<file path="src/rtl/pipeline_ctrl.sv">
// pipeline_ctrl: central sequencer for the IF/ID, ID/EX, EX/MEM and MEM/WB pipeline registers.
// Handles memory wait, load-use stalls, branch flushes and halt. It also holds a load word that
// arrives before the instruction fetch completes.
// Optional feature macro: PIPE_PERF_EN adds saturating stall/flush performance counters.
module pipeline_ctrl #(
   parameter int unsigned CNT_W = 32
) (
   input  logic             CLK,
   input  logic             nRST,
   input  logic             ihit,
   input  logic             dhit,
   input  logic [31:0]      dmemload,
   input  logic             memcuDRE,
   input  logic             memcuDWE,
   input  logic             memcuHALT,
   input  logic             exMemToReg,
   input  logic [4:0]       exwsel,
   input  logic [4:0]       idrs,
   input  logic [4:0]       idrt,
   input  logic             branch_taken,
   output logic             pcW,
   output logic             ifidW,
   output logic             idexW,
   output logic             exmemW,
   output logic             memwbW,
   output logic             ifidRST,
   output logic             idexRST,
   output logic             exmemRST,
   output logic             memwbRST,
   output logic             dREN,
   output logic             dWEN,
   output logic [31:0]      memdmemload,
   output logic             halt,
   output logic [CNT_W-1:0] stall_cnt,
   output logic [CNT_W-1:0] flush_cnt
);

   typedef enum logic [1:0] {StRun, StDWait, StDDone, StHalted} stateT;

   stateT       stateQ, stateD;
   logic [31:0] holdQ, holdD;
   logic        haltQ, haltD;
   logic        access, dok, adv, loadUse;

   assign access  = memcuDRE | memcuDWE;
   assign loadUse = exMemToReg & (exwsel != 5'd0) & ((exwsel == idrs) | (exwsel == idrt));
   assign halt    = haltQ;

   // State, held load word and sticky halt; reset aborts any outstanding access
   always_ff @(posedge CLK or negedge nRST) begin
      if (!nRST) begin
         stateQ <= StRun;
         holdQ  <= 32'd0;
         haltQ  <= 1'b0;
      end else begin
         stateQ <= stateD;
         holdQ  <= holdD;
         haltQ  <= haltD;
      end
   end

   // Next state, data-side handshake, pipeline enables/flushes; outputs forced low in reset
   always_comb begin
      stateD      = stateQ;
      holdD       = holdQ;
      haltD       = haltQ;
      dok         = 1'b0;
      memdmemload = dmemload;
      pcW         = 1'b0;
      ifidW       = 1'b0;
      idexW       = 1'b0;
      exmemW      = 1'b0;
      memwbW      = 1'b0;
      ifidRST     = 1'b0;
      idexRST     = 1'b0;
      exmemRST    = 1'b0;
      memwbRST    = 1'b0;
      dREN        = 1'b0;
      dWEN        = 1'b0;

      unique case (stateQ)
         StRun: begin
            // Request is driven the cycle it appears; completion can only come in DWAIT
            dREN = memcuDRE;
            dWEN = memcuDWE;
            dok  = ~access;
            if (access) stateD = StDWait;
         end
         StDWait: begin
            dREN = memcuDRE;
            dWEN = memcuDWE;
            dok  = dhit;
            if (dhit && ihit) begin
               stateD = StRun;
            end else if (dhit) begin
               holdD  = dmemload;
               stateD = StDDone;
            end
         end
         StDDone: begin
            dok         = 1'b1;
            memdmemload = holdQ;
            if (ihit) stateD = StRun;
         end
         default: ;
      endcase

      adv = ihit & dok & (stateQ != StHalted);

      if (adv && memcuHALT) begin
         // Final cycle: only the instruction already in MEM retires
         memwbW = 1'b1;
         haltD  = 1'b1;
         stateD = StHalted;
      end else if (adv) begin
         pcW    = 1'b1;
         ifidW  = 1'b1;
         idexW  = 1'b1;
         exmemW = 1'b1;
         memwbW = 1'b1;
         if (branch_taken) begin
            // Squashes the load-use victim too, so no stall is needed
            ifidRST = 1'b1;
            idexRST = 1'b1;
         end else if (loadUse) begin
            pcW     = 1'b0;
            ifidW   = 1'b0;
            idexRST = 1'b1;
         end
      end

      if (!nRST) begin
         pcW    = 1'b0;
         ifidW  = 1'b0;
         idexW  = 1'b0;
         exmemW = 1'b0;
         memwbW = 1'b0;
         ifidRST  = 1'b0;
         idexRST  = 1'b0;
         exmemRST = 1'b0;
         memwbRST = 1'b0;
         dREN   = 1'b0;
         dWEN   = 1'b0;
      end
   end

`ifdef PIPE_PERF_EN
   logic [CNT_W-1:0] stallQ, flushQ;
   logic             stallInc, flushInc;

   assign stallInc  = (~adv & (stateQ != StHalted)) | (adv & ~memcuHALT & ~branch_taken & loadUse);
   assign flushInc  = adv & ~memcuHALT & branch_taken;
   assign stall_cnt = stallQ;
   assign flush_cnt = flushQ;

   // Saturating performance counters
   always_ff @(posedge CLK or negedge nRST) begin
      if (!nRST) begin
         stallQ <= '0;
         flushQ <= '0;
      end else begin
         if (stallInc && (stallQ != '1)) stallQ <= stallQ + CNT_W'(1);
         if (flushInc && (flushQ != '1)) flushQ <= flushQ + CNT_W'(1);
      end
   end
`else
   assign stall_cnt = '0;
   assign flush_cnt = '0;
`endif

endmodule
</file>
<file path="config.mk">
export PLATFORM = sky130hd
export DESIGN_NAME = pipeline_ctrl
export DESIGN_NICKNAME = d
export VERILOG_FILES = /design/src/rtl/pipeline_ctrl.sv
export SDC_FILE = /design/constraint.sdc
export NUM_CORES = 1
export LEC_CHECK = 0
export ABC_CLOCK_PERIOD_IN_PS = 3400
export BUFFER_PORTS_ARGS = -buffer_cell sky130_fd_sc_hd__buf_2
export CAP_MARGIN = 20
export CELL_PAD_IN_SITES_DETAIL_PLACEMENT = 1
export CELL_PAD_IN_SITES_GLOBAL_PLACEMENT = 2
export CORE_MARGIN = 1.5
export CORE_UTILIZATION = 26
export CTS_CLUSTER_SIZE = 20
export DETAILED_ROUTE_END_ITERATION = 8
export HOLD_SLACK_MARGIN = 0.06
export PLACE_DENSITY_LB_ADDON = 0.08
export RECOVER_POWER = 25
export SYNTH_ARGS = -nofsm -noshare
export SYNTH_HDL_FRONTEND = slang
export SYNTH_SLANG_ARGS = --single-unit
</file>
<file path="constraint.sdc">
create_clock -name CLK -period 3.4 [get_ports CLK]
set_input_delay 0.68 -clock CLK [delete_from_list [all_inputs] [get_ports CLK]]
set_output_delay 0.68 -clock CLK [all_outputs]
set_load 0.03 [all_outputs]
</file>
==> flow_summary.yaml, run 1 <==
timing:
  max_freq_mhz: 337
  finalSetupTns_ns: 0
  relSlewSlack_pct: 46.8
  fin_crit_ns: 2.97
  tightest_slew_ns: 0.795
  setup_viol: 0
  layout_setup_ws_ns: 0.431
  slew_violations: 0
  finalCritPeriodShare_pct: 87.3
  skew_ns: 0.0111
  rsz0062_at_grt: "false"
  hold_violations: 0
clock_network:
  hold_buffers: 0
  cts.path.max_buffers: 2
  cts.sinks: 35
  htreeDepth: 2
  post_cts_resized: 0
  post_cts_buffers: 0
  clk_pin_slew_ns: 0.07
  cts_made_buffers: 5
  root_buffer: "clkbuf_8"
  insertion_delay_ns: 0.28
  cts_tree: "yes"
power_and_ir_drop:
  seqPwrFrac_pct: 31.9
  p_leak_uw: 0.00151
  p_int_uw: 1290
  swShare_pct: 43.0
  peakVddDrop_v: 0.000206
  combPwrFrac_pct: 55.1
  switchingPower_uw: 976
  power_density_nw_per_um2: 752
  clkPwrFrac_pct: 13.0
worst_setup_path:
  endpoint_kind: "output port"
  critPathMaxFanout: 5
  cp-start-kind: "flop"
  crit_required_ns: 2.72
  arrival_ns: 2.29
  path_class: "reg -> out"
finish:
  fin_nets: 387
  fillers: 1149
  area_growth_pct: 18.2
  layout-drive-gt1-share_pct: 54.1
  final_util_pct: 32.1
  multi_input_area_um2: 1360
  diodes: 0
  final-seq-area_um2: 876
grt:
  grt_overflow: 0
  grt_pass1_vias: 1673
  grt_pass1_wl_um: 8210
  grt_usage_pct: 10.2
  grt_max_degree: 38
  grt_antenna_before_repair: 0
synthesis:
  synth_edf_count: 0
  netlist_area_um2: 2550
  synth-compound-area-share_pct: 4.86
  synth_top_family_by_area: "multiplexers"
  synth_flop_cell: "dfrtp_1"
  seq_area_frac_synth_pct: 34.4
  ys_types: 34
  synth_mux_area_share_pct: 28.3
  synth-adder-area-share_pct: 2.45
  synth-seq-cells: 35
  synth-simple-area-share_pct: 4.37
  synth_xor_area_share_pct: 3.44
  yosysWarningCount: 0
  synth_area_per_cell_um2: 11.2
  async_flop_share_pct: 100
  synthCells: 228
routing:
  drt_iter0_drc: 17
  firstDrtPassIters: 4
  ant_nets: 0
  viasPerCell: 3.82
  vias: 1740
  wl_per_cell_um: 12.1
  wl_um: 5540
  drcViolationCount: 0
die:
  die_h_um: 102
  coreArea_um2: 9370
  die_x_um: 102
  start_util_pct: 27.2
  rows: 35
  ios: 164
  die-area_um2: 10400
status:
  outcome: "complete, no violations"
job:
  cap_viol_max_count: 0
placed_design:
  dpl_worst_slack_ns: 0.612
  place_congestion: 0.707
  hpwl_um: 4230
  placement.io_buffers: 97
min_path:
  hp-class: "reg -> reg"
## final timing paths
kind	from	to	slack, ns	depth (start not counted)
max in group asynchronous	nRST	holdQ[14]	2.55	2
min	halt	halt	0.46	1
min reg2reg	halt	halt	0.46	1
min in group asynchronous	nRST	holdQ[24]	0.51	2
max	stateQ[1]	idexRST	0.43	7
max reg2reg	stateQ[1]	holdQ[21]	1.21	5
## layout make-up
class / instances / area share [%]
multi-input cells: 178 / 45.0
flip-flops and latches: 35 / 29.1
repair buffers: 101 / 17.1
well taps: 129 / 5.36
clock buffers: 6 / 2.41
inverters: 5 / 0.623
clock inverters: 2 / 0.415
## cells in the mapped netlist, drive strengths merged (2+ instances only)
library cell / n / area share [%]
a21oi: 2 / 0.54
a2bb2oi: 2 / 0.69
and2: 2 / 0.59
buf: 74 / 21
dfrtp: 35 / 34
ha: 5 / 2.5
inv: 5 / 0.74
mux2: 64 / 28
nor2: 5 / 0.74
nor2b: 2 / 0.49
nor3: 2 / 0.39
o21ai: 2 / 0.39
xor2: 10 / 3.4
## flip-flops by register name, indices dropped and copies added, names as in the netlist
| name | count |
|---|---|
| stateQ | 2 |
| halt | 1 |
| holdQ | 32 |
## cells in the final DEF, fill, tap and decap left out, types with 2 or more instances in the layout
master	count
buf_2	96
conb_1	66
mux2_2	64
dfrtp_1	35
xor2_1	10
inv_1	5
nor2_1	5
clkbuf_8	5
ha_1	4
buf_4	4
o21ai_0	2
nor3_1	2
nor2b_1	2
a2bb2oi_1	2
clkbuf_1	2
## per-layer routing
layer	vias to the layer above	GRT usage (%)	part of all wire, %	routed length, um
met5	-	0	0	0
met4	0	1.90	0.34	19
met3	2	2.60	8.0	444
met2	81	18.2	50	2740
met1	815	12.3	42	2330
li1	842	-	-	-
## worst max-delay path, stage by stage, from the launching register on
cell and delay (ns):
dfrtp_1 0.44, inv_1 0.10, ha_1 0.18, or3b_4 0.41, a2111oi_4 0.38, and2_4 0.21
o21bai_1 0.09, buf_2 0.21
## power groups by stage
stage	combinational [uW]	clock, uW	sequential (uW)
finish	1250	295	722
global route	1350	332	755
CTS	1270	315	724
global placement	1260	0	720
detailed placement	1270	0	732
floorplan	1050	0	708
## logic make-up (layout without fill, tap and decap cells)
family | count (synthesis) | after routing
flops | 35 | 35
other cells | 1 | 66
simple gates | 19 | 19
buf+inv | 80 | 114
compound gates | 14 | 14
mux | 64 | 64
fa+ha+maj | 5 | 5
xor+xnor | 10 | 10
## stage by stage
| stage | cells | instance area (um2) | hold WS (ns) | power [uW] |
|---|---|---|---|---|
| 3_3_place_gp | 448 | 2930 | 0.434 | 1980 |
| 5_1_grt | 456 | 3010 | 0.475 | 2440 |
| 6_report | 456 | 3010 | 0.463 | 2270 |
| 2_1_floorplan | 293 | 2790 | 0.384 | 1760 |
| 3_5_place_dp | 448 | 2930 | 0.454 | 2000 |
| 4_1_cts | 456 | 3010 | 0.472 | 2310 |
No activity file was read; power rests on OpenSTA's default activity.
==> inputs of run 2 (changes only) <==
CORE_UTILIZATION = 27   (was 26)
CTS_BUF_LIST = sky130_fd_sc_hd__clkbuf_4   (was default)
==> flow_summary.yaml, run 2 (synthesis results as in run 1) <==
worst_setup_path:
  cp-start-kind: "flop"
  crit_required_ns: 2.72
  arrival_ns: 2.37
  r2r_slack_ns: 1.42
  reg2regPathDepth: 7
  critPathMaxFanout: 5
  endpoint_kind: "output port"
  r2r-start: "stateQ[0]"
  r2r-end: "stateQ[0]"
  path_class: "reg -> out"
finish:
  final_cell_area_um2: 2950
  fin_nets: 386
  diodes: 0
  largest_register_ffs: 32
  instances_no_fill: 437
  final_util_pct: 32.1
  final_common_cell: "buf_2"
  layout-drive-gt1-share_pct: 54.3
  area_growth_pct: 15.9
  top_register: "holdQ"
  final_cell_mix: "buf_2, conb_1, mux2_2"
power_and_ir_drop:
  power_density_nw_per_um2: 743
  seqPwrFrac_pct: 32.8
  clkPwrFrac_pct: 10.6
  switchingPower_uw: 965
  p_int_uw: 1230
  p_leak_uw: 0.00150
  combPwrFrac_pct: 56.6
  swShare_pct: 44.0
  peakVddDrop_v: 0.000188
routing:
  drcViolationCount: 0
  wl_um: 5520
  viasPerCell: 4.08
  drt_iter0_drc: 20
  vias: 1783
  ant_nets: 0
  firstDrtPassIters: 2
  wl_per_cell_um: 12.6
grt:
  grt_antenna_before_repair: 0
  grt_pass1_wl_um: 8600
  grt_usage_pct: 11.0
  grt_pass1_vias: 1722
  grt_overflow: 0
  grt_max_degree: 38
status:
  outcome: "complete, no violations"
timing:
  rsz0062_at_grt: "false"
  max_freq_mhz: 328
  slew_violations: 0
  finalCritPeriodShare_pct: 89.7
  setup_viol: 0
  hold_violations: 0
  fin_crit_ns: 3.05
  finalSetupTns_ns: 0
  skew_ns: 0.00754
  layout_setup_ws_ns: 0.349
die:
  die_h_um: 100
  die_x_um: 100
  ios: 164
  die-area_um2: 10000
  coreArea_um2: 9200
  rows: 35
  start_util_pct: 27.7
clock_network:
  clk_pin_slew_ns: 0.11
  cts_made_buffers: 5
  cts_tree: "yes"
  hold_buffers: 0
  cts.path.max_buffers: 2
  htreeDepth: 2
  insertion_delay_ns: 0.33
  post_cts_buffers: 0
  root_buffer: "clkbuf_4"
  cts.sinks: 35
  post_cts_resized: 0
placed_design:
  place_congestion: 0.729
  hpwl_um: 4180
  placed_cell_area_um2: 2900
  dpl_worst_slack_ns: 0.601
  dp_cells: 429
  placement.io_buffers: 97
min_path:
  hp-class: "in -> async"
job:
  cap_viol_max_count: 0
run 2: cell count changes in the layout (fill, tap and decap cells not counted), sizes merged:
cell	before	now
buf	100	99
run 2: cell type report:
class / instances / area (um2)
clock inverter: 2 / 12.5
multi-input combinational: 178 / 1360
sequential: 35 / 876
inverter: 5 / 18.8
fill: 1097 / 6240
tap: 111 / 139
clock buffer: 6 / 45.0
timing repair buffer: 100 / 507
run 2: stage by stage:
step                      hold slack (ns)  power (uW)
final                               0.427        2200
after global routing                0.475        2380
after CTS                           0.409        2250
after detailed placement            0.459        2000
after global placement              0.471        1980
after floorplan                     0.384        1760
run 2: how the worst max path moves through the flow:
| stage | start | end | slack [ns] | cells after the start |
|---|---|---|---|---|
| 6_report | stateQ[0] | idexRST | 0.35 | 7 |
| 4_1_cts | stateQ[1] | idexRST | 0.29 | 7 |
| 3_5_place_dp | memcuDWE | idexRST | 0.60 | 6 |
| 5_1_grt | stateQ[1] | idexRST | 0.16 | 7 |
| 2_1_floorplan | memcuDWE | idexRST | 0.33 | 4 |
| 3_3_place_gp | memcuDWE | idexRST | 0.63 | 6 |
run 2: power by group through the flow:
stage                     sequential (uW)  combinational (uW)  clock, uW
final                                 720                1240        233
after global routing                  756                1350        277
after CTS                             722                1270        256
after detailed placement              732                1260          0
after global placement                721                1250          0
after floorplan                       708                1050          0
run 2: critical path, cell delays in order (launching register included):
cell       delay (ns)
dfrtp_1          0.45
inv_1            0.10
ha_1             0.19
or3b_4           0.41
a2111oi_4        0.39
and2_4           0.20
o21bai_1         0.09
buf_2            0.21
run 2: layer usage:
layer	track usage, %	wire length, um
met3	2.72	411
met2	18.7	2690
met4	3.25	64
met1	13.8	2360
met5	0	0
